### config.mk
export PLATFORM = sky130hd
export DESIGN_NAME = dmem_access_unit
export DESIGN_NICKNAME = d
export VERILOG_FILES = /design/src/rtl/dmem_access_unit_pkg.sv /design/src/rtl/dmem_access_unit_load_align.sv /design/src/rtl/dmem_access_unit.sv
export SDC_FILE = /design/constraint.sdc
export NUM_CORES = 1
export LEC_CHECK = 0
export ABC_CLOCK_PERIOD_IN_PS = 5250
export CAP_MARGIN = 15
export CORE_MARGIN = 2
export CORE_UTILIZATION = 30
export DETAILED_ROUTE_END_ITERATION = 10
export HOLD_SLACK_MARGIN = 0.03
export PLACE_DENSITY = 0.6
export SLEW_MARGIN = 10
export SYNTH_ARGS = -nofsm -noshare
export SYNTH_HDL_FRONTEND = slang
export SYNTH_SLANG_ARGS = --single-unit
### constraint.sdc
create_clock -name clk -period 5.25 [get_ports clk]
set_input_delay 0.525 -clock clk [delete_from_list [all_inputs] [get_ports clk]]
set_output_delay 0.525 -clock clk [all_outputs]
set_load 0.02 [all_outputs]
### src/rtl/dmem_access_unit_pkg.sv
// Shared encodings and request decode helpers for the data-memory access unit.
package dmem_access_unit_pkg;

  localparam int unsigned OFF_W  = 2;
  localparam int unsigned CNT_W  = 4;
  localparam int unsigned DATA_W = 32;

  localparam logic [2:0] MOP_B  = 3'b000;
  localparam logic [2:0] MOP_H  = 3'b001;
  localparam logic [2:0] MOP_W  = 3'b010;
  localparam logic [2:0] MOP_BU = 3'b100;
  localparam logic [2:0] MOP_HU = 3'b101;

  typedef enum logic [1:0] {
    ST_IDLE,
    ST_WAIT,
    ST_ISSUE,
    ST_RESP
  } state_e;

  // Unsigned ops are load-only; halves and words must be naturally aligned.
  function automatic logic req_illegal(input logic wr, input logic [2:0] op,
                                       input logic [OFF_W-1:0] off);
    logic bad;
    case (op)
      MOP_B:   bad = 1'b0;
      MOP_H:   bad = off[0];
      MOP_W:   bad = (off != 2'b00);
      MOP_BU:  bad = wr;
      MOP_HU:  bad = wr | off[0];
      default: bad = 1'b1;
    endcase
    return bad;
  endfunction

  function automatic logic [3:0] lane_we(input logic [2:0] op, input logic [OFF_W-1:0] off);
    logic [3:0] we;
    case (op)
      MOP_B:   we = 4'(4'b0001 << off);
      MOP_H:   we = off[1] ? 4'b1100 : 4'b0011;
      MOP_W:   we = 4'b1111;
      default: we = 4'b0000;
    endcase
    return we;
  endfunction

  function automatic logic [DATA_W-1:0] rep_wdata(input logic [2:0] op,
                                                  input logic [DATA_W-1:0] wd);
    logic [DATA_W-1:0] d;
    case (op)
      MOP_B:   d = {4{wd[7:0]}};
      MOP_H:   d = {2{wd[15:0]}};
      default: d = wd;
    endcase
    return d;
  endfunction

endpackage

### src/rtl/dmem_access_unit_load_align.sv
// Load-data lane select and sign/zero extension; purely combinational.
module dmem_load_align
  import dmem_access_unit_pkg::*;
(
  input  logic [DATA_W-1:0] rdata_i,
  input  logic [2:0]        op_i,
  input  logic [OFF_W-1:0]  off_i,
  output logic [DATA_W-1:0] data_o
);

  logic [7:0]  byte_sel;
  logic [15:0] half_sel;

  always_comb begin
    case (off_i)
      2'd0:    byte_sel = rdata_i[7:0];
      2'd1:    byte_sel = rdata_i[15:8];
      2'd2:    byte_sel = rdata_i[23:16];
      default: byte_sel = rdata_i[31:24];
    endcase
    half_sel = off_i[1] ? rdata_i[31:16] : rdata_i[15:0];
    case (op_i)
      MOP_B:   data_o = {{24{byte_sel[7]}}, byte_sel};
      MOP_BU:  data_o = {24'b0, byte_sel};
      MOP_H:   data_o = {{16{half_sel[15]}}, half_sel};
      MOP_HU:  data_o = {16'b0, half_sel};
      default: data_o = rdata_i;
    endcase
  end

endmodule

### src/rtl/dmem_access_unit.sv
// Load/store front end to a synchronous data RAM: one request at a time,
// optional wait states, lane-shifted writes, extended loads, error responses.
module dmem_access_unit
  import dmem_access_unit_pkg::*;
#(
  parameter int unsigned WAIT_CYCLES = 0,
  parameter int unsigned ADDR_W      = 32
) (
  input  logic                    clk,
  input  logic                    rst,
  input  logic                    req_valid,
  output logic                    req_ready,
  input  logic                    req_wr,
  input  logic [2:0]              req_op,
  input  logic [ADDR_W-1:0]       req_addr,
  input  logic [DATA_W-1:0]       req_wdata,
  output logic                    rsp_valid,
  output logic [DATA_W-1:0]       rsp_rdata,
  output logic                    rsp_err,
  output logic                    mem_en,
  output logic [3:0]              mem_we,
  output logic [ADDR_W-OFF_W-1:0] mem_addr,
  output logic [DATA_W-1:0]       mem_wdata,
  input  logic [DATA_W-1:0]       mem_rdata
);

  state_e                  state_q, state_d;
  logic [CNT_W-1:0]        cnt_q, cnt_d;
  logic                    wr_q, wr_d;
  logic [2:0]              op_q, op_d;
  logic [ADDR_W-1:0]       addr_q, addr_d;
  logic [DATA_W-1:0]       wdata_q, wdata_d;
  logic                    err_q, err_d;
  logic                    mem_en_q, mem_en_d;
  logic [3:0]              mem_we_q, mem_we_d;
  logic [ADDR_W-OFF_W-1:0] mem_addr_q, mem_addr_d;
  logic [DATA_W-1:0]       mem_wdata_q, mem_wdata_d;
  logic                    rsp_valid_q, rsp_valid_d;
  logic                    rsp_err_q, rsp_err_d;
  logic [DATA_W-1:0]       load_data;

  always_comb begin
    state_d = state_q;
    cnt_d   = cnt_q;
    wr_d    = wr_q;
    op_d    = op_q;
    addr_d  = addr_q;
    wdata_d = wdata_q;
    err_d   = err_q;
    case (state_q)
      ST_IDLE: begin
        if (req_valid) begin
          wr_d    = req_wr;
          op_d    = req_op;
          addr_d  = req_addr;
          wdata_d = req_wdata;
          err_d   = req_illegal(req_wr, req_op, req_addr[OFF_W-1:0]);
          if (err_d) begin
            state_d = ST_RESP;
          end else if (WAIT_CYCLES > 0) begin
            state_d = ST_WAIT;
            cnt_d   = CNT_W'(WAIT_CYCLES - 1);
          end else begin
            state_d = ST_ISSUE;
          end
        end
      end
      ST_WAIT: begin
        if (cnt_q == '0) state_d = ST_ISSUE;
        else             cnt_d   = cnt_q - 1'b1;
      end
      ST_ISSUE: state_d = ST_RESP;
      ST_RESP:  state_d = ST_IDLE;
      default:  state_d = ST_IDLE;
    endcase

    // Outputs are registered from the next state; the *_d request fields
    // already hold the incoming request on the accepting cycle.
    mem_en_d    = (state_d == ST_ISSUE);
    mem_we_d    = '0;
    mem_addr_d  = '0;
    mem_wdata_d = '0;
    if (mem_en_d) begin
      mem_addr_d = addr_d[ADDR_W-1:OFF_W];
      if (wr_d) begin
        mem_we_d    = lane_we(op_d, addr_d[OFF_W-1:0]);
        mem_wdata_d = rep_wdata(op_d, wdata_d);
      end
    end
    rsp_valid_d = (state_d == ST_RESP);
    rsp_err_d   = rsp_valid_d & err_d;
  end

  always_ff @(posedge clk or posedge rst) begin
    if (rst) begin
      state_q     <= ST_IDLE;
      cnt_q       <= '0;
      wr_q        <= 1'b0;
      op_q        <= '0;
      addr_q      <= '0;
      wdata_q     <= '0;
      err_q       <= 1'b0;
      mem_en_q    <= 1'b0;
      mem_we_q    <= '0;
      mem_addr_q  <= '0;
      mem_wdata_q <= '0;
      rsp_valid_q <= 1'b0;
      rsp_err_q   <= 1'b0;
    end else begin
      state_q     <= state_d;
      cnt_q       <= cnt_d;
      wr_q        <= wr_d;
      op_q        <= op_d;
      addr_q      <= addr_d;
      wdata_q     <= wdata_d;
      err_q       <= err_d;
      mem_en_q    <= mem_en_d;
      mem_we_q    <= mem_we_d;
      mem_addr_q  <= mem_addr_d;
      mem_wdata_q <= mem_wdata_d;
      rsp_valid_q <= rsp_valid_d;
      rsp_err_q   <= rsp_err_d;
    end
  end

  dmem_load_align u_load_align (
    .rdata_i (mem_rdata),
    .op_i    (op_q),
    .off_i   (addr_q[OFF_W-1:0]),
    .data_o  (load_data)
  );

  // RAM data arrives in RESP, so load data is steered straight through.
  assign rsp_rdata = (rsp_valid_q && !wr_q && !err_q) ? load_data : '0;
  assign req_ready = (state_q == ST_IDLE);
  assign rsp_valid = rsp_valid_q;
  assign rsp_err   = rsp_err_q;
  assign mem_en    = mem_en_q;
  assign mem_we    = mem_we_q;
  assign mem_addr  = mem_addr_q;
  assign mem_wdata = mem_wdata_q;

endmodule

==> results.toml <==
[run_status]
status = "complete, no violations"

[clock_network]
cts_tree = "done"
htreeDepth = 4
cts.hold.buffers_added = 0
cts_made_buffers = 17
clock_latency_ns = 0.42
clock_sink_count = 144
clockBufferDepth = 2
post_cts_buffers = 0
cts_resized = 0
cts_root_buffer = "clkbuf_16"
clk_pin_slew_worst_paths_ns = 0.07

[floorplan]
coreArea_um2 = 21090
dieHeight_um = 150.8
rows = 53
pin_count = 205
die_x_um = 150.8
start_util_pct = 30.64
die-area_um2 = 22730

[finish]
fin_nets = 935
diodes = 0
final_area_um2 = 9341
final_cells = 1119
post-route-util_pct = 44.30
synthToLayoutAreaGrowth_pct = 44.58
fill_cells = 2003
drive_gt1_share_pct = 10.90

[worst_setup_path]
crit_fanout = 35
path_class = "reg -> out"
worstPathArrival_ns = 3.21
critPathRequiredTime_ns = 4.72
cp-start-kind = "flop"
crit_path_end_kind = "primary output"

[route]
wl_met3_mm = 1.665
via_count = 5332
wl_met1_mm = 8.250
antenna_left = 0
drc = 0
viasPerCell = 4.765
top_layer = "met4"
first_pass_iters = 5
drt_iter0_markers = 267
wire_per_inst_um = 16.90
postRouteWirelength_mm = 18.92
dr_wl_met2_mm = 8.658

[power]
p_int_mw = 3.164
clock_power_share_pct = 23.9
power_mw = 5.164
power_switching_mw = 2.000
power_frac_seq_pct = 34.0
power.leakage_nw = 4.129
vdd_ir_drop_max_uv = 273.1
power_density_nw_per_um2 = 552.8
pwr-share-comb_pct = 42.2
switching_share_pct = 38.72

[yosys]
syn_nets = 748
yosys_warnings = 0
yosys-top-cells-count = "dfrtp_1 (144), nand2_1 (135), nor3_1 (56)"
ys_ff_latch = 144
yosysTopAreaCellShare_pct = 55.77
synth-edff-count = 0
synthCells = 644
synth_ff_type = "dfrtp_1"
synth-async-reset-ratio_pct = 100.0
syn_avg_cell_area_um2 = 10.03
yosysSeqAreaShare_pct = 55.77
synth.distinct_cells = 41
yosysTopAreaCell = "dfrtp_1"
synth_area_leaders = "dfrtp_1 (56%), nand2_1 (7.8%), mux2_2 (5.8%), nor3_1 (4.3%), mux2i_1 (3.4%)"
yosysMostFrequentCell = "dfrtp_1"
netlist_area_um2 = 6461

[place]
place_congestion = 0.8331
dp_cells = 1087
hpwlAfterDp_mm = 12.97
dp_slack_ns = 1.904
place_area_um2 = 8735
port_buffers = 204

[sta]
setup_ws_ns = 1.514
rsz0062_at_grt = "false"
hold_violations = 0
finalMaxSlewViolations = 0
tightest_slew_ns = 0.9893
maxSlewHeadroom_pct = 33.88
skew_ns = 0.01189
hold_slack_ns = 0.4674
period_needed_ns = 3.736
fmax_mhz = 267.7
setup_viol = 0
min_period_over_period_pct = 71.16
finalSetupTns_ns = 0

[grt]
antenna_found_initial = 0
grt_max_degree = 104
grt_pass1_vias = 5416
grt_overflow_total = 0
grt_use_total_pct = 16.85
grt_pass1_wl_mm = 29.41

[job]
cap_violations = 0

[hold_path]
hp-class = "reg -> reg"
final timing paths:
kind,start,to,slack (ns),cells after the start
max in group asynchronous,rst,addr_q[30],3.44,3
worst max-delay path,addr_q[1],rsp_rdata[10],1.51,5
worst min register to register,addr_q[10],addr_q[10],0.47,2
worst min-delay path,addr_q[10],addr_q[10],0.47,2
worst max register to register,state_q[0],mem_wdata[21],2.49,6
min in group asynchronous,rst,wdata_q[16],0.68,2
logic make-up after synthesis:
logic type | synth area share, %
AO/OA/AOI/OAI | 11.35
XOR/XNOR | 0.4067
multiplexers | 9.857
buffers and inverters | 4.822
adder cells (fa/ha/maj) | 0.1936
AND/OR/NAND/NOR | 17.60
flip-flops | 55.77
power by group through the flow:
| stage | logic, mW | clock network [mW] | registers, mW |
|---|---|---|---|
| final | 2.18 | 1.23 | 1.75 |
| after global routing | 2.40 | 1.32 | 1.81 |
| after CTS | 2.20 | 1.26 | 1.76 |
| after detailed placement | 2.19 | 0 | 1.77 |
| after global placement | 2.18 | 0 | 1.76 |
| after floorplan | 1.31 | 0 | 1.81 |
state kept, by name, summed over array words and instances, names as in the netlist:
signal / cells
op_q: 3
rsp_err: 1
state_q: 2
cnt_q: 4
wr_q: 1
mem_addr: 30
mem_en: 1
err_q: 1
rsp_valid: 1
mem_wdata: 32
mem_we: 4
wdata_q: 32
addr_q: 32
per-layer routing:
metal | global-route usage (%) | up-vias
met5 | 0 | -
met4 | 5.654 | 0
met3 | 5.909 | 24
met2 | 26.09 | 195
met1 | 22.02 | 2553
li1 | - | 2560
area by class of cell:
class,instances,area [µm²],area share [%]
flip-flops and latches,144,3603,38.57
multi-input cells,427,2560,27.40
repair buffers,215,2125,22.74
clock buffers,17,425.4,4.554
well taps,275,344.1,3.683
clock inverters,15,181.4,1.942
inverters,26,102.6,1.098
critical path, cell delays in order, from the launching register on:
cell and delay (ns):
dfrtp_1 0.98, mux2i_1 0.37, mux2i_1 0.15, a21oi_1 0.50, a221oi_1 0.19, clkdlybuf4s50_1 0.60
layout by cell type (no fill, tap or decap), types with 11 or more instances in the layout:
cell type	netlist	routed
inv_1	26	25
mux2i_1	22	22
clkdlybuf4s50_1	0	204
nor3_1	56	55
nand2_1	135	135
buf_4	1	11
clkbuf_16	0	17
o21ai_0	36	35
mux2_2	33	33
a21boi_0	29	29
dfrtp_1	144	144
nor2_1	42	42
Note: power is estimated with default switching activity, not from simulation.
